**src/rtl/i2c_slave_core.sv**
```systemverilog
// I2C target engine: synchronized SCL/SDA sampling, 7-bit address match, byte RX/TX through
// FIFO-style handshakes, with optional clock stretching while the TX FIFO is empty.
module i2c_slave_core #(
    parameter int SYNC_STAGES = 2,
    parameter bit STRETCH_EN  = 1'b1
) (
    input  logic       PCLK,
    input  logic       PRESETn,
    input  logic       en,
    input  logic [6:0] own_addr,
    input  logic       scl_i,
    input  logic       sda_i,
    output logic       scl_o,
    output logic       sda_o,
    input  logic [7:0] tx_data,
    input  logic       tx_empty,
    output logic       tx_rd,
    output logic [7:0] rx_data,
    input  logic       rx_full,
    output logic       rx_wr,
    output logic       busy,
    output logic       rw,
    output logic       addr_hit,
    output logic       stop_det,
    output logic       nack_det
);

    localparam logic [3:0] S_IDLE      = 4'd0;
    localparam logic [3:0] S_ADDR      = 4'd1;
    localparam logic [3:0] S_ADDR_ACK  = 4'd2;
    localparam logic [3:0] S_RX_BYTE   = 4'd3;
    localparam logic [3:0] S_RX_ACK    = 4'd4;
    localparam logic [3:0] S_TX_LOAD   = 4'd5;
    localparam logic [3:0] S_TX_BYTE   = 4'd6;
    localparam logic [3:0] S_TX_ACK    = 4'd7;
    localparam logic [3:0] S_WAIT_STOP = 4'd8;

    logic [SYNC_STAGES-1:0] r_scl_sync, r_sda_sync;
    logic                   r_scl_d, r_sda_d;
    logic                   w_scl, w_sda, w_scl_rise, w_scl_fall, w_start, w_stop;

    // Synchronizers reset to the idle-bus level so reset release never looks like an edge.
    always_ff @(posedge PCLK or negedge PRESETn) begin
        if (!PRESETn) begin
            r_scl_sync <= '1;
            r_sda_sync <= '1;
            r_scl_d    <= 1'b1;
            r_sda_d    <= 1'b1;
        end else begin
            r_scl_sync <= {r_scl_sync[SYNC_STAGES-2:0], scl_i};
            r_sda_sync <= {r_sda_sync[SYNC_STAGES-2:0], sda_i};
            r_scl_d    <= r_scl_sync[SYNC_STAGES-1];
            r_sda_d    <= r_sda_sync[SYNC_STAGES-1];
        end
    end

    assign w_scl      = r_scl_sync[SYNC_STAGES-1];
    assign w_sda      = r_sda_sync[SYNC_STAGES-1];
    assign w_scl_rise = w_scl & ~r_scl_d;
    assign w_scl_fall = ~w_scl & r_scl_d;
    assign w_start    = r_scl_d & w_scl & r_sda_d & ~w_sda;
    assign w_stop     = r_scl_d & w_scl & ~r_sda_d & w_sda;

    logic [3:0] r_state;
    logic [6:0] r_shift;
    logic [2:0] r_bitcnt;
    logic       r_done, r_ack_on, r_nack, r_stretch;
    logic [2:0] r_setup;
    logic [7:0] w_byte;
    logic       w_last, w_load;

    assign w_byte = {r_shift, w_sda};
    assign w_last = (r_bitcnt == 3'd7);
    // The fall that ends an ACK slot toward a read either loads the next byte or starts stretching.
    assign w_load = w_scl_fall &&
                    ((r_state == S_ADDR_ACK && r_ack_on && rw) ||
                     (r_state == S_TX_LOAD && !r_stretch));

    always_ff @(posedge PCLK or negedge PRESETn) begin
        if (!PRESETn) begin
            r_state   <= S_IDLE;
            r_shift   <= '0;
            r_bitcnt  <= '0;
            r_done    <= 1'b0;
            r_ack_on  <= 1'b0;
            r_nack    <= 1'b0;
            r_stretch <= 1'b0;
            r_setup   <= '0;
            scl_o     <= 1'b1;
            sda_o     <= 1'b1;
            tx_rd     <= 1'b0;
            rx_wr     <= 1'b0;
            rx_data   <= 8'h00;
            busy      <= 1'b0;
            rw        <= 1'b0;
            addr_hit  <= 1'b0;
            stop_det  <= 1'b0;
            nack_det  <= 1'b0;
        end else begin
            tx_rd    <= 1'b0;
            rx_wr    <= 1'b0;
            addr_hit <= 1'b0;
            stop_det <= 1'b0;
            nack_det <= 1'b0;
            if (w_start) begin
                r_state   <= S_ADDR;
                r_bitcnt  <= '0;
                r_done    <= 1'b0;
                r_ack_on  <= 1'b0;
                r_stretch <= 1'b0;
                r_setup   <= '0;
                busy      <= 1'b1;
                scl_o     <= 1'b1;
                sda_o     <= 1'b1;
            end else if (w_stop) begin
                r_state   <= S_IDLE;
                r_ack_on  <= 1'b0;
                r_stretch <= 1'b0;
                r_setup   <= '0;
                busy      <= 1'b0;
                stop_det  <= 1'b1;
                scl_o     <= 1'b1;
                sda_o     <= 1'b1;
            end else if (!en && r_state != S_IDLE && r_state != S_WAIT_STOP) begin
                r_state   <= busy ? S_WAIT_STOP : S_IDLE;
                r_stretch <= 1'b0;
                r_setup   <= '0;
                scl_o     <= 1'b1;
                sda_o     <= 1'b1;
            end else begin
                case (r_state)
                    S_ADDR: if (w_scl_rise) begin
                        r_shift  <= w_byte[6:0];
                        r_bitcnt <= r_bitcnt + 3'd1;
                        if (w_last) begin
                            if (w_byte[7:1] == own_addr) begin
                                rw       <= w_byte[0];
                                addr_hit <= 1'b1;
                                r_state  <= S_ADDR_ACK;
                            end else begin
                                r_state <= S_WAIT_STOP;
                            end
                        end
                    end
                    S_ADDR_ACK: if (w_scl_fall) begin
                        if (!r_ack_on) begin
                            sda_o    <= 1'b0;
                            r_ack_on <= 1'b1;
                        end else begin
                            r_ack_on <= 1'b0;
                            sda_o    <= 1'b1;
                            r_bitcnt <= '0;
                            r_state  <= S_RX_BYTE;
                        end
                    end
                    S_RX_BYTE: if (w_scl_rise) begin
                        r_shift  <= w_byte[6:0];
                        r_bitcnt <= r_bitcnt + 3'd1;
                        if (w_last) begin
                            if (!rx_full) begin
                                rx_data <= w_byte;
                                rx_wr   <= 1'b1;
                                r_nack  <= 1'b0;
                            end else begin
                                r_nack <= 1'b1;
                            end
                            r_ack_on <= 1'b0;
                            r_state  <= S_RX_ACK;
                        end
                    end
                    S_RX_ACK: if (w_scl_fall) begin
                        if (!r_ack_on) begin
                            sda_o    <= r_nack;
                            r_ack_on <= 1'b1;
                        end else begin
                            r_ack_on <= 1'b0;
                            sda_o    <= 1'b1;
                            r_state  <= r_nack ? S_WAIT_STOP : S_RX_BYTE;
                        end
                    end
                    S_TX_LOAD: if (r_stretch) begin
                        if (r_setup != 3'd0) begin
                            r_setup <= r_setup - 3'd1;
                            if (r_setup == 3'd1) begin
                                scl_o     <= 1'b1;
                                r_stretch <= 1'b0;
                                r_state   <= S_TX_BYTE;
                            end
                        end else if (!tx_empty) begin
                            r_shift <= tx_data[6:0];
                            sda_o   <= tx_data[7];
                            tx_rd   <= 1'b1;
                            r_setup <= 3'd4;
                        end
                    end
                    S_TX_BYTE: begin
                        if (w_scl_rise) begin
                            r_bitcnt <= r_bitcnt + 3'd1;
                            if (w_last) r_done <= 1'b1;
                        end else if (w_scl_fall) begin
                            if (r_done) begin
                                r_done  <= 1'b0;
                                sda_o   <= 1'b1;
                                r_state <= S_TX_ACK;
                            end else begin
                                sda_o   <= r_shift[6];
                                r_shift <= {r_shift[5:0], 1'b0};
                            end
                        end
                    end
                    S_TX_ACK: if (w_scl_rise) begin
                        if (!w_sda) begin
                            r_state <= S_TX_LOAD;
                        end else begin
                            nack_det <= 1'b1;
                            r_state  <= S_WAIT_STOP;
                        end
                    end
                    default: ;
                endcase
                if (w_load) begin
                    r_bitcnt <= '0;
                    r_done   <= 1'b0;
                    if (!tx_empty) begin
                        r_shift <= tx_data[6:0];
                        sda_o   <= tx_data[7];
                        tx_rd   <= 1'b1;
                        r_state <= S_TX_BYTE;
                    end else if (STRETCH_EN) begin
                        scl_o     <= 1'b0;
                        r_stretch <= 1'b1;
                        r_setup   <= '0;
                        r_state   <= S_TX_LOAD;
                    end else begin
                        r_shift <= 7'h7F;
                        sda_o   <= 1'b1;
                        r_state <= S_TX_BYTE;
                    end
                end
            end
        end
    end

endmodule

```
**config.mk**
```make
export PLATFORM = sky130hd
export DESIGN_NAME = i2c_slave_core
export DESIGN_NICKNAME = d
export VERILOG_FILES = /design/src/rtl/i2c_slave_core.sv
export SDC_FILE = /design/constraint.sdc
export NUM_CORES = 1
export LEC_CHECK = 0
export BUFFER_PORTS_ARGS = -buffer_cell sky130_fd_sc_hd__buf_2
export CORE_UTILIZATION = 50
export DETAILED_ROUTE_END_ITERATION = 12
export MAX_ROUTING_LAYER = met4
export PLACE_DENSITY = 0.76
export SKIP_LAST_GASP = 1
export SYNTH_ARGS = -nofsm -noshare
export SYNTH_HDL_FRONTEND = slang
export SYNTH_SLANG_ARGS = --single-unit
```
**constraint.sdc**
```tcl
create_clock -name PCLK -period 2.1 [get_ports PCLK]
set_clock_uncertainty 0.2 [all_clocks]
set_input_delay 0.42 -clock PCLK [delete_from_list [all_inputs] [get_ports PCLK]]
set_output_delay 0.42 -clock PCLK [all_outputs]
set_load 0.02 [all_outputs]
```
# Word-level counts from Yosys, hierarchy flattened
# Cells that the tools add are included.
[classes] bitwise_logic=15 n_mul=0 n_mux=136 order_cmp=0 n_reduce_logical=28 n_div=0 addsub=2 shifts=0 eq_ne=36
[ops] cell="$mux W4" count=23
[ops] cell="$mux W1" count=82
[ops] cell="$mux W7" count=9
[ops] cell="$ne A6 B6 Y1 const B" count=10
[ops] cell="$mux W3" count=16
[ops] cell="$pmux W4 S7" count=1
[ops] cell="$pmux W7 S3" count=1
[ops] cell="$ne A4 B4 Y1 const B" count=5
[ops] cell="$ne A6 B5 Y1 const B" count=3
[ops] cell="$eq A4 B3 Y1 const B" count=4
[ops] cell="$reduce_and A16 Y1" count=1
[ops] cell="$reduce_bool A4 Y1" count=4
[ops] cell="$reduce_and A7 Y1" count=2
[ops] cell="$ne A4 B1 Y1 const B" count=3
[ops] cell="$ne A6 B4 Y1 const B" count=2
[ops] cell="$reduce_and A6 Y1" count=2
[ops] cell="$reduce_bool A11 Y1" count=1
[ops] cell="$reduce_and A5 Y1" count=2
[ops] cell="$eq A4 B2 Y1 const B" count=2
[ops] cell="$not A1 Y1" count=8
[ops] cell="$and A1 B1 Y1" count=7
[ops] cell="$eq A7 B7 Y1" count=1
[ops] cell="$logic_and A1 B1 Y1" count=6
[ops] cell="$pmux W3 S2" count=1
[ops] cell="other kinds (17)" count=21
[word_totals] input_bits=22 latch_bits=0 n_memories=0 word_cells=239 mem_bits_rw=0 register_bits=44 rom_bits=0 output_inout_bits=17

# Depth between registers and ports, before layout
# Gate-level depths: netlist of run 1.
[depth] word_depth=10 depth_mapped=8 ltp_nobuf=7

# Worst setup path after synthesis of run 1
# No wires, ideal clock.
[synth_path] path_kind="reg2reg" from="reg r_scl_sync[1]" to="reg r_shift[5]" path_stages_with_launch=8 required_time_ns=1.774 period_less_slack_ns=2.295 setup_time_ns=0.126 slack_ns=-0.195 t_arrival_ns=1.969 n_path_buf=0 path_cell_list="dfstp_2 inv_1 ha_1 and4b_1 a22oi_2 o21ai_2 and3_1 o32a_1"
[synth_between] elab_chain_cells=7 word_cells_on_any_way=18 cone_classes="6 x mux; 10 x bitwise; 2 x reduce/logical"
[synth_rtl] element="start: declaration" line_no="38" rtl="logic [SYNC_STAGES-1:0] r_scl_sync, r_sda_sync;"
[synth_rtl] element="start signal: assignment" line_no="50" rtl="r_scl_sync <= {r_scl_sync[SYNC_STAGES-2:0], scl_i};"
[synth_rtl] element="$not A1 Y1" line_no="60" rtl="assign w_scl_fall = ~w_scl & r_scl_d;"
[synth_rtl] element="$and A1 B1 Y1" line_no="60"
[synth_rtl] element="$mux W7" line_no="200" rtl="end else if (w_scl_fall) begin"
[synth_rtl] element="$mux W7" line_no="197" rtl="if (w_scl_rise) begin"
[synth_rtl] element="$pmux W7 S3" line_no="131" rtl="case (r_state)"
[synth_rtl] element="$mux W7" line_no="224" rtl="if (!tx_empty) begin"
[synth_rtl] element="$mux W7" line_no="221" rtl="if (w_load) begin"
[synth_rtl] element="end signal: assignment" line_no="133" rtl="r_shift <= w_byte[6:0];"
[synth_rtl] element="end signal: assignment" line_no="207" rtl="r_shift <= {r_shift[5:0], 1'b0};"
[synth_rtl] element="end signal: assignment" line_no="225" rtl="r_shift <= tx_data[6:0];"
[synth_rtl] element="end: declaration" line_no="65" rtl="logic [6:0] r_shift;"
# Parallel ways exist; a longest one is shown, timed or not.
# A chain may end at the register's enable or synchronous reset.

# Worst setup path in the final report of run 1
[layout_path] from="reg r_scl_d" to="reg r_shift[4]"
[layout_between] elab_chain_cells=6 word_cells_on_any_way=18 cone_classes="6 x mux; 10 x bitwise; 2 x reduce/logical"
[layout_rtl] element="start: declaration" line_no="39" rtl="logic r_scl_d, r_sda_d;"
[layout_rtl] element="start signal: assignment" line_no="52" rtl="r_scl_d <= r_scl_sync[SYNC_STAGES-1];"
[layout_rtl] element="$and A1 B1 Y1 / $not A1 Y1 (equally long branches)" line_no="60, 59"
[layout_rtl] element="$mux W7 / $and A1 B1 Y1 (equally long branches)" line_no="200, 59"
[layout_rtl] element="$mux W7 (on tied branches)" line_no="197, 132, 156"
[layout_rtl] element="$pmux W7 S3" line_no="131"
[layout_rtl] element="$mux W7" line_no="224"
[layout_rtl] element="$mux W7" line_no="221"
# Parallel ways exist; a longest one is shown, timed or not.

==> impl_results.md, run 1 <==
- Post-route non-filler standard cell count: 441
- Clock transition time at the flip-flop clock pins of the worst setup and hold paths: 0.08 ns
- Final worst slack: -0.198 ns
- Gate count after technology mapping: 261
- Final Wtd Congestion: about 0.9
- Multiplexer share of the synthesized area: 5.16%
- DRC: 0
- Std-Cell Rows: 25
- Antenna diode count: 0
- Number of global-route vias before repair: 2475
- Share of the yosys chip area belonging to registers: 42.8%
- Global-route wire length before repair: 12.3 mm
- Shortest period the worst path allows: 2.30 ns
- Arithmetic-cell share of the synthesized area counting full adders, half adders and majority gates: 4.34%
- Layout fillers: 277
- Routed WL per cell: between 15 and 20 um
- Final count of negative-setup-slack endpoints: 21
- Run status: complete, but fails checks
- Flip-flop and latch count after synthesis: 44
- Max Cap Violations: 0
- WP data required: 2.08 ns
- Xor/xnor cell area share of the yosys netlist: 3.04%
- Number of search-and-repair iterations in the first detailed-routing pass: 6
- Post-Synth Simple-Gate Area: about a fifth
- Setup repair after global routing missed its margin: true
- Worst setup path class: flip-flop to flip-flop
- Kind of capture point of the worst setup path: flip-flop
- Worst min-delay path class: flip-flop to flip-flop
- Layout Cell Area excl Fill: 3900 sq um
- Starting Density: 53.5%
- Later-pin clock latency in the skew report: 0.30 ns
- Maximum fanout count along the critical path: 5
- Final Core Density: between 80 and 90%
- TritonCTS buffer count: 5
- CTS sink count: 44
- Most used flip-flop cell after synthesis: dfrtp_1
- Compound-cell area share of the yosys netlist: 21.8%
- Sequential cell area in the final layout: 1110 sq um
- Final HPWL from detailed placement: 5.33 mm
- Share of synthesized flip-flops with an asynchronous set or reset: 100%
- Wirelength, routed: 8.42 mm
- Total placed instance area: roughly 3300 sq um
- Worst hold margin: 0.158 ns
- Power density over the cells: 736 nW/um^2
- Chip Width: 74.0 um
- Biggest area consumer among synthesized cells: dfrtp_1
- Overall global routing resource usage: 31.2%
- Ratio of cells with drive above 1 in the final layout: 51.1%
- Buffer type at the clock tree root: clkbuf_8
- Final Max Tran Viols: 0
- Deepest clock path buffer count: 2
- I/O Pins: 39
- Transition time at the pin with the least slew margin: 0.515 ns
- Count leader, synth: dfrtp_1
- Placed cell count: 413
- Fraction of post-synthesis cell area in the top cell type by area: 34.7%
- Synthesized netlist net count: 292
- Leakage dissipation: between 0.0015 and 0.002 uW
- Largest vdd supply drop: between 0.4 and 0.5 mV
- Post-place setup slack: -0.164 ns
- Avg Synthesized Cell Area: 9.94 sq um
- Detailed-route via count: 2669
- Synthesis-to-layout area growth: 50.2%
- Pin count of the biggest net entering global routing: 27
- Ratio of final minimum period to clock period: 109%
- Final hold violation count: 0
- Worst-case headroom to the max-slew limit: 65.1%
- Initial antenna violation count: 0
- Number of port buffers: 38
- Worst path arrival time: 2.27 ns
- Number of flops mapped to enable cells by yosys: 0
- Final-stage net count: 404
- Main combinational cell family by area after synthesis: compound AO/OA/AOI/OAI gates
- Die area: 5480 sq um
- Ranking of synthesized cells by area: dfrtp_1, dfstp_2, mux2_2
- Type of element launching the critical path: flip-flop
- DRC marker count from the first detailed-route iteration: 356
- TritonCTS clock tree: built
- Number of vias per cell after detailed routing: 6.05
- Synth warn: 0
- Cell area after technology mapping: 2590 sq um
- Deepest level of the CTS H-tree: 2
- Fmax: 435 MHz
- Floorplan core area: 4850 sq um
- Overall die height: 74.0 um
- Violations in the final reports: setup timing
- Unique cell type count in the Yosys netlist: just under 60
- ANT nets after route: 0
- Leading post-synthesis cells by instance count: dfrtp_1, nor2_1, o21ai_0, nand2_1, a21oi_1
- Total gr overflow: 0
- Multi-input gate area: 1700 sq um
## cell families (layout without fill, tap and decap cells)
logic type                 after synthesis  after routing
muxes                                   12             12
DFF                                     44             44
and+or+nand+nor                         84             84
AOI/OAI and AO/OA                       79             79
buffers and inverters                   24            137
adders and majority gates                9              9
xor gates and xnor gates                 9              9
## critical path: stages (launching register included)
cell	delay, ns
dfstp_2	0.57
inv_2	0.06
ha_4	0.18
and4bb_2	0.25
buf_6	0.14
a31o_4	0.23
buf_4	0.15
a221oi_4	0.31
a211oi_2	0.08
## power by group
part	internal, uW	switching [uW]	leakage (uW)
sequential	969	129	0.000575
combinational	588	656	0.00118
clock	238	288	0.0000424
total	1790	1070	0.00180
## cell type report
class                           instances  share of cell area [%]
Inverter                               11                    1.06
Tap cell                               67                    2.15
Clock buffer                            7                    1.96
Clock inverter                          1                   0.225
Multi-Input combinational cell        193                    43.6
Sequential cell                        44                    28.5
Timing Repair Buffer                  118                    22.4
## what timing repair did
item | CTS | global route
hold buffers | 1 | 2
pin swaps | 16 | 16
endpoints found under the setup margin | 21 | 32
cloned | 0 | 1
resized for setup | 28 | 42
hold endpoints to repair | 18 | 2
buffers inserted | 13 | 7
## sequential cells by signal (all words and copies together), names as in the netlist, 2 cells and up
name	flops
r_state	4
r_bitcnt	3
r_scl_sync	2
r_setup	3
r_sda_sync	2
rx_data	8
r_shift	7
## per-stage QoR
step / total power [uW] / setup TNS [ns]
4_1_cts: 2680 / -1.52
6_report: 2870 / -2.02
3_3_place_gp: 2080 / -1.31
3_5_place_dp: 2090 / -2.25
5_1_grt: 3000 / -3.51
2_1_floorplan: 1660 / -0.0748
## metal layers
layer | vias to the layer above | share of wire [%] | routed length, um | GRT usage (%)
met5 | - | 0 | 0 | -
li1 | 1194 | - | - | -
met1 | 1286 | 41 | 3470 | 39.7
met4 | 0 | 3.7 | 312 | 12.2
met3 | 42 | 7.1 | 602 | 5.42
met2 | 147 | 48 | 4030 | 49.3
## placed cells by master (no fill, tap or decap), drive strengths merged, types with 3 or more instances in the layout
cell type	synthesis	final
dlygate4sd3	0	3
a31oi	3	3
dfrtp	36	36
a32oi	3	3
a22oi	6	6
mux2	11	11
and3b	4	4
nor2	17	17
a21oi	13	13
xor2	9	9
nor3	6	6
nand3b	3	3
and2	4	4
nand2	15	15
clkbuf	6	8
nand2b	3	3
o2bb2ai	5	5
nor2b	8	8
a211oi	5	5
o21ai	17	17
and3	4	4
dfstp	8	8
nor3b	4	4
inv	11	11
nor4	3	3
buf	7	114
ha	9	9
nand3	5	5
## path summary, 6_finish.rpt
check | start | to | slack (ns) | cells after the start
hold reg to reg | r_sda_sync[0] | r_sda_sync[1] | 0.16 | 0
setup / recovery | r_scl_d | r_shift[4] | -0.20 | 8
hold / removal | r_sda_sync[0] | r_sda_sync[1] | 0.16 | 0
setup reg to reg | r_scl_d | r_shift[4] | -0.20 | 8
min in group asynchronous | PRESETn | busy | 0.39 | 2
max in group asynchronous | PRESETn | sda_o | 0.73 | 3
Note: power is estimated with default switching activity, not from simulation.
==> run 2: changes to the inputs <==
- CTS_CLUSTER_DIAMETER: unset -> 80
- PLACE_DENSITY: 0.76 -> unset
- PLACE_DENSITY_LB_ADDON: unset -> 0.3
==> run 2 against run 1 <==
Effect of this change:
- the run still ends with setup timing left
- sequential power hardly changed
- critical path depth stayed put
- final area is 3.1% lower
- non-clock buffer count is 9 lower
- via count is 2.7% lower
- total power is 2.2% higher
- clock power is 8.0% higher
- final cell count is 1.6% lower
- combinational power hardly changed
- worst hold slack worse by 0.14 ns
- worst setup slack better by 0.060 ns
- largest cell class unchanged
==> impl_results.md, run 2 (synthesized netlist as in run 1, its figures left out) <==
- Cell chain of the critical path: inv_2, ha_2, buf_6, nor3b_4, a31o_4, a21oi_1, a211o_1, a211oi_2 (was inv_2, ha_4, and4bb_2, buf_6, a31o_4, buf_4, a221oi_4, a211oi_2)
- Hold Path Cell Cnt: 1 (was 0)
- Worst min-delay path class: input pin to flip-flop (was flip-flop to flip-flop)
- Detailed-route via count: 2598 (was 2669)
- Overall die height: 74.0 um (unchanged)
- Largest Register: rx_data (unchanged)
- Wirelength, routed: 8.20 mm (was 8.42 mm)
- Number of port buffers: 38 (unchanged)
- Global-route wire length before repair: 12.4 mm (was 12.3 mm)
- Maximum fanout count along the critical path: 9 (was 5)
- Chip Width: 74.0 um (unchanged)
- DRC: 0 (unchanged)
- Buffer type at the clock tree root: clkbuf_8 (unchanged)
- Net switching share of the total power: 37.3% (was 37.4%)
- DRC marker count from the first detailed-route iteration: 294 (was 356)
- Ratio of final minimum period to clock period: 107% (was 109%)
- Worst-case headroom to the max-slew limit: 65.1% (about the same)
- Crit path launch: r_scl_d (unchanged)
- Hold Path Sink: r_sda_sync[0] (was r_sda_sync[1])
- Pin count of the biggest net entering global routing: 26 (was 27)
- WP data required: 2.11 ns (was 2.08 ns)
- Leakage dissipation: 0.00175 uW (was 0.00180 uW)
- Run status: complete, but fails checks (unchanged)
- Shortest period the worst path allows: 2.24 ns (was 2.30 ns)
- Critical path's largest stage delay: 0.56 ns (was 0.57 ns)
- Overall global routing resource usage: 31.6% (was 31.2%)
- Routed WL per cell: 18.9 um (was 19.1 um)
- Final Core Density: 77.9% (was 80.4%)
- Setup repair after global routing missed its margin: true (unchanged)
- R2R Path Start: r_scl_d (unchanged)
- Number of search-and-repair iterations in the first detailed-routing pass: 5 (was 6)
- Number of global-route vias before repair: 2474 (was 2475)
- Reg-to-reg critical path endpoint: r_shift[4] (unchanged)
- Clock transition time at the flip-flop clock pins of the worst setup and hold paths: 0.08 ns (about the same)
- Fmax: 447 MHz (was 435 MHz)
- Part of the power in registers: 38.0% (was 38.3%)
- Highest-delay cell along the critical path: dfstp_2 (unchanged)
- Origin of the worst min-delay path: sda_i (was r_sda_sync[0])
- Deepest level of the CTS H-tree: 2 (unchanged)
- Largest vdd supply drop: 0.446 mV (was 0.438 mV)
- Biggest registers after layout: rx_data x8, r_shift x7, r_state x4 (unchanged)
- Final worst slack: -0.138 ns (was -0.198 ns)
- Ratio of cells with drive above 1 in the final layout: 50.5% (was 51.1%)
- Highest-count cells in the layout ignoring fill and taps: buf_4, buf_2, dfrtp_1, nand2_1, nor2_1 (unchanged)
- ANT nets after route: 0 (unchanged)
- Proportion of power drawn by combinational gates: 42.6% (was 43.4%)
- Final Wtd Congestion: 0.920 (was 0.922)
- Die area: 5480 sq um (unchanged)
- Violations in the final reports: setup timing (unchanged)
- Later-pin clock latency in the skew report: 0.30 ns (about the same)
- Deepest clock path buffer count: 2 (unchanged)
- Final HPWL from detailed placement: 5.36 mm (was 5.33 mm)
- Initial antenna violation count: 1 (was 0)
- Relative contribution of the clock network to total power: 19.4% (was 18.3%)
- Number of vias per cell after detailed routing: 5.99 (was 6.05)
- I/O Pins: 39 (unchanged)
- TritonCTS clock tree: built (unchanged)
- Final-stage net count: 396 (was 404)
- Depth of the worst register-to-register path: 8 (unchanged)
- Internal power component: 1840 uW (was 1790 uW)
- Sum of met3 wire segment lengths after detailed routing: 520 um (was 602 um)
- Met1 WL: 3.45 mm (was 3.47 mm)
- Leading cell type in the layout, fill and taps excluded: buf_4 (unchanged)
- Starting Density: 53.5% (unchanged)
- Synthesis-to-layout area growth: 45.6% (was 50.2%)
- Register-to-register setup slack: -0.14 ns (was -0.20 ns)
- Total gr overflow: 0 (unchanged)
- Switching power: 1090 uW (was 1070 uW)
- Total placed instance area: 3290 sq um (was 3300 sq um)
- Max reg flops: 8 (unchanged)
- Worst setup path class: flip-flop to flip-flop (unchanged)
- Final count of negative-setup-slack endpoints: 24 (was 21)
- Floorplan core area: 4850 sq um (unchanged)
- Kind of capture point of the worst setup path: flip-flop (unchanged)
- Final Max Tran Viols: 0 (unchanged)
- Std-Cell Rows: 25 (unchanged)
- Max Cap Violations: 0 (unchanged)
- TritonCTS buffer count: 5 (unchanged)
- Worst path arrival time: 2.25 ns (was 2.27 ns)
- Layout Cell Area excl Fill: 3780 sq um (was 3900 sq um)
- Type of element launching the critical path: flip-flop (unchanged)
- Amount of wire on met2 after detailed routing: 3.95 mm (was 4.03 mm)
- Power density over the cells: 775 nW/um^2 (was 736 nW/um^2)
- Final hold violation count: 0 (unchanged)
- Top routing layer used: met4 (unchanged)
- Transition time at the pin with the least slew margin: 0.524 ns (was 0.515 ns)
- CTS sink count: 44 (unchanged)
-- run 2: critical path: cells and delay by family, from the launching register on --
| kind | cells | cell delay [ns] |
|---|---|---|
| adders and majority gates | 1 | 0.18 |
| buffers and inverters | 2 | 0.19 |
| DFF | 1 | 0.56 |
| AOI/OAI and AO/OA | 4 | 0.81 |
| and+or+nand+nor | 1 | 0.21 |
-- run 2: area by class of cell --
cell class                      instances  area, sq um
Fill cell                             306         1070
Clock buffer                            7         86.3
Clock inverter                          1         7.51
Antenna cell                            1         2.50
Timing Repair Buffer                  109          801
Multi-Input combinational cell        194         1640
Inverter                               11         41.3
Sequential cell                        44         1110
Tap cell                               67         83.8
-- run 2: metal layers --
metal,vias up,track usage (%)
met1,1265,41.2
met3,29,6.23
met2,121,47.8
met4,0,13.9
met5,-,-
li1,1183,-
-- run 2: timing repair --
action | 4_1_cts | 5_1_grt
resized for setup | 38 | 24
buffers inserted | 11 | 3
endpoints found under the setup margin | 28 | 32
hold endpoints to repair | 18 | 0
hold buffers | 1 | 0
cloned | 1 | 0
pin swaps | 17 | 19
-- run 2: worst max-delay path by stage --
stage,end,cells past startpoint
final,r_shift[4],8
after detailed placement,r_state[1],7
after floorplan,r_shift[5],7
after CTS,r_state[1],6
after global routing,r_shift[4],8
after global placement,r_state[1],7
-- run 2: power by group through the flow --
| stage | Clock [uW] | Sequential (uW) | Combinational (uW) |
|---|---|---|---|
| 5_1_grt | 607 | 1130 | 1330 |
| 3_3_place_gp | 0 | 1100 | 1020 |
| 2_1_floorplan | 0 | 1070 | 584 |
| 3_5_place_dp | 0 | 1100 | 1030 |
| 4_1_cts | 567 | 1090 | 1130 |
| 6_report | 568 | 1110 | 1250 |
-- run 2: metrics by stage --
step | cells | hold WS, ns | power, uW | setup TNS [ns] | setup slack [ns]
final | 434 | 0.0137 | 2930 | -1.45 | -0.138
after global routing | 434 | 0.00514 | 3060 | -2.95 | -0.204
after CTS | 430 | 0.0115 | 2790 | -0.850 | -0.106
after detailed placement | 409 | 0.150 | 2140 | -2.46 | -0.270
after global placement | 409 | 0.147 | 2120 | -1.12 | -0.198
after floorplan | 261 | -0.0756 | 1660 | -0.0748 | -0.0437
==> run 3: changes to the inputs <==
- PLACE_DENSITY: unset -> 0.85
- PLACE_DENSITY_LB_ADDON: 0.3 -> unset
==> run 3 against run 2 <==
Effect of this change:
- the flow still finishes with violations (setup timing)
- global-route usage decreased by 1.1 points
- sequential share of layout area grew 0.71 points
- clock power up 22%
- combinational power shrank 6%
- fmax decreased by 3.8%
- non-clock buffer count is the same
- via count increased by 1.1%
- register-to-register slack worse by 0.09 ns
- sequential cell count unchanged
- sequential power barely moved
- largest cell class unchanged
- highest routed layer unchanged
==> impl_results.md, run 3 (synthesized netlist as in run 1, its figures left out) <==
- Later-pin clock latency in the skew report: 0.31 ns (was 0.30 ns)
- Run status: complete, but fails checks (unchanged)
- Final count of negative-setup-slack endpoints: 24 (unchanged)
- Worst path arrival time: 2.33 ns (was 2.25 ns)
- Final Max Tran Viols: 0 (unchanged)
- Cell type with the highest occurrence count on the critical path: nor3_2
- Critical path's largest stage delay: 0.43 ns (was 0.56 ns)
- Number of search-and-repair iterations in the first detailed-routing pass: 5 (unchanged)
- TritonCTS buffer count: 5 (unchanged)
- Largest vdd supply drop: 0.565 mV (was 0.446 mV)
- Worst setup path class: flip-flop to flip-flop (unchanged)
- WP data required: 2.11 ns (about the same)
- Relative contribution of the clock network to total power: 23.3% (was 19.4%)
- Ratio of cells with drive above 1 in the final layout: 49.3% (was 50.5%)
- Routed WL per cell: 19.4 um (was 18.9 um)
- Wirelength, routed: 8.36 mm (was 8.20 mm)
- Number of vias per cell after detailed routing: 6.08 (was 5.99)
- Pin count of the biggest net entering global routing: 45 (was 26)
- Internal power component: 1920 uW (was 1840 uW)
- Final hold violation count: 0 (unchanged)
- I/O Pins: 39 (unchanged)
- Power density over the cells: 809 nW/um^2 (was 775 nW/um^2)
- Leading cell type in the layout, fill and taps excluded: buf_4 (unchanged)
- Clock transition time at the flip-flop clock pins of the worst setup and hold paths: 0.10 ns (was 0.08 ns)
- Setup repair after global routing missed its margin: true (unchanged)
- Fmax: 430 MHz (was 447 MHz)
- Post-route non-filler standard cell count: 432 (was 434)
- Switching power: 1060 uW (was 1090 uW)
- Global-route wire length before repair: 12.0 mm (was 12.4 mm)
- Buffer type at the clock tree root: clkbuf_8 (unchanged)
- Overall global routing resource usage: 30.5% (was 31.6%)
- Initial antenna violation count: 0 (was 1)
- Cell class contributing the biggest share of worst-path delay: simple AND/OR/NAND/NOR gates (was compound AO/OA/AOI/OAI gates)
- Total gr overflow: 0 (unchanged)
- Floorplan core area: 4850 sq um (unchanged)
- CTS sink count: 44 (unchanged)
- Deepest level of the CTS H-tree: 2 (unchanged)
- Worst path bufs/invs: 1 (was 2)
- Deepest clock path buffer count: 2 (unchanged)
- Worst-case headroom to the max-slew limit: 62.1% (was 65.1%)
- Largest Register: rx_data (unchanged)
- Final-stage net count: 395 (was 396)
- Shortest period the worst path allows: 2.33 ns (was 2.24 ns)
- Transition time at the pin with the least slew margin: 0.569 ns (was 0.524 ns)
- Final HPWL from detailed placement: 5.34 mm (was 5.36 mm)
- Violations in the final reports: setup timing (unchanged)
- Final worst slack: -0.226 ns (was -0.138 ns)
- Highest-delay cell along the critical path: dfrtp_1 (was dfstp_2)
- Maximum fanout count along the critical path: 10 (was 9)
- Antenna diode count: 0 (was 1)
- Setup TNS: -3.07 ns (was -1.45 ns)
- Max reg flops: 8 (unchanged)
- Biggest registers after layout: rx_data x8, r_shift x7, r_state x4 (unchanged)
- Ratio of final minimum period to clock period: 111% (was 107%)
- TritonCTS clock tree: built (unchanged)
- Type of element launching the critical path: flip-flop (unchanged)
- Detailed-route via count: 2627 (was 2598)
- Synthesis-to-layout area growth: 42.0% (was 45.6%)
- Std-Cell Rows: 25 (unchanged)
- Net switching share of the total power: 35.6% (was 37.3%)
- Proportion of power drawn by combinational gates: 39.5% (was 42.6%)
- Part of the power in registers: 37.2% (was 38.0%)
- Placed cell count: 414 (was 409)
- Overall die height: 74.0 um (unchanged)
- DRC marker count from the first detailed-route iteration: 341 (was 294)
- Cell chain of the critical path: nor3_2, a2bb2oi_1, buf_4, nand3_1, nor3_2, mux2_2 (was inv_2, ha_2, buf_6, nor3b_4, a31o_4, a21oi_1, a211o_1, a211oi_2)
- Chip Width: 74.0 um (unchanged)
- Worst min-delay path class: input pin to flip-flop (unchanged)
- Starting Density: 53.5% (unchanged)
- Kind of capture point of the worst setup path: flip-flop (unchanged)
- Final Wtd Congestion: 0.962 (was 0.920)
- Max Cap Violations: 0 (unchanged)
- Number of port buffers: 38 (unchanged)
- ANT nets after route: 0 (unchanged)
- Die area: 5480 sq um (unchanged)
- Highest-count cells in the layout ignoring fill and taps: buf_4, buf_2, dfrtp_1, nor2_1, nand2_1 (was buf_4, buf_2, dfrtp_1, nand2_1, nor2_1)
- Leakage dissipation: 0.00174 uW (was 0.00175 uW)
- Number of global-route vias before repair: 2438 (was 2474)
- DRC: 0 (unchanged)
run 3: cell type report:
type                    instances  area [sq um]
flip-flops and latches         44          1110
repair buffers                109           747
multi-input cells             193          1580
clock buffers                   6          82.6
well taps                      67          83.8
fillers                       290          1160
inverters                      11          41.3
clock inverters                 2          38.8
run 3: metal layers:
layer  part of all wire [%]  vias up  GRT usage, %
met5                      0        -             -
met4                    3.0        0          10.5
met3                    6.6       33          5.15
met2                     51      152          48.8
met1                     40     1268          39.1
li1                       -     1174             -
run 3: worst paths after layout:
check                           endpoint  cells after the start  slack, ns     startpoint
min                        r_scl_sync[0]                      1       0.01          scl_i
max reg2reg                           rw                      6      -0.23     r_state[1]
max in group asynchronous     r_state[0]                      3       0.79        PRESETn
min reg2reg                r_sda_sync[1]                      0       0.16  r_sda_sync[0]
max                                   rw                      6      -0.23     r_state[1]
min in group asynchronous             rw                      3       0.52        PRESETn
run 3: per-stage QoR:
stage / total power (uW) / setup slack, ns / util [%] / cell area [sq um] / hold WS (ns)
6_report: 2980 / -0.226 / 76.0 / 3690 / 0.0104
5_1_grt: 3120 / -0.267 / 76.0 / 3690 / -0.000441
4_1_cts: 2850 / -0.0958 / 73.5 / 3560 / 0.00519
3_5_place_dp: 2120 / -0.130 / 68.3 / 3310 / 0.147
3_3_place_gp: 2100 / -0.0851 / 68.3 / 3310 / 0.146
2_1_floorplan: 1660 / -0.0437 / - / 2640 / -0.0756
run 3: repair_timing:
item / in CTS / in global routing
hold endpoints to repair: 6 / 0
pin swaps: 8 / 11
gates resized for setup: 18 / 23
hold buffers: 1 / 0
setup endpoints to repair: 26 / 32
setup buffers: 5 / 4
run 3: power by group through the flow:
stage          Sequential [uW]  Clock (uW)  Combinational [uW]
4_1_cts                   1090         693                1070
5_1_grt                   1120         745                1250
2_1_floorplan             1070           0                 584
3_5_place_dp              1110           0                1020
6_report                  1110         694                1180
3_3_place_gp              1110           0                 999
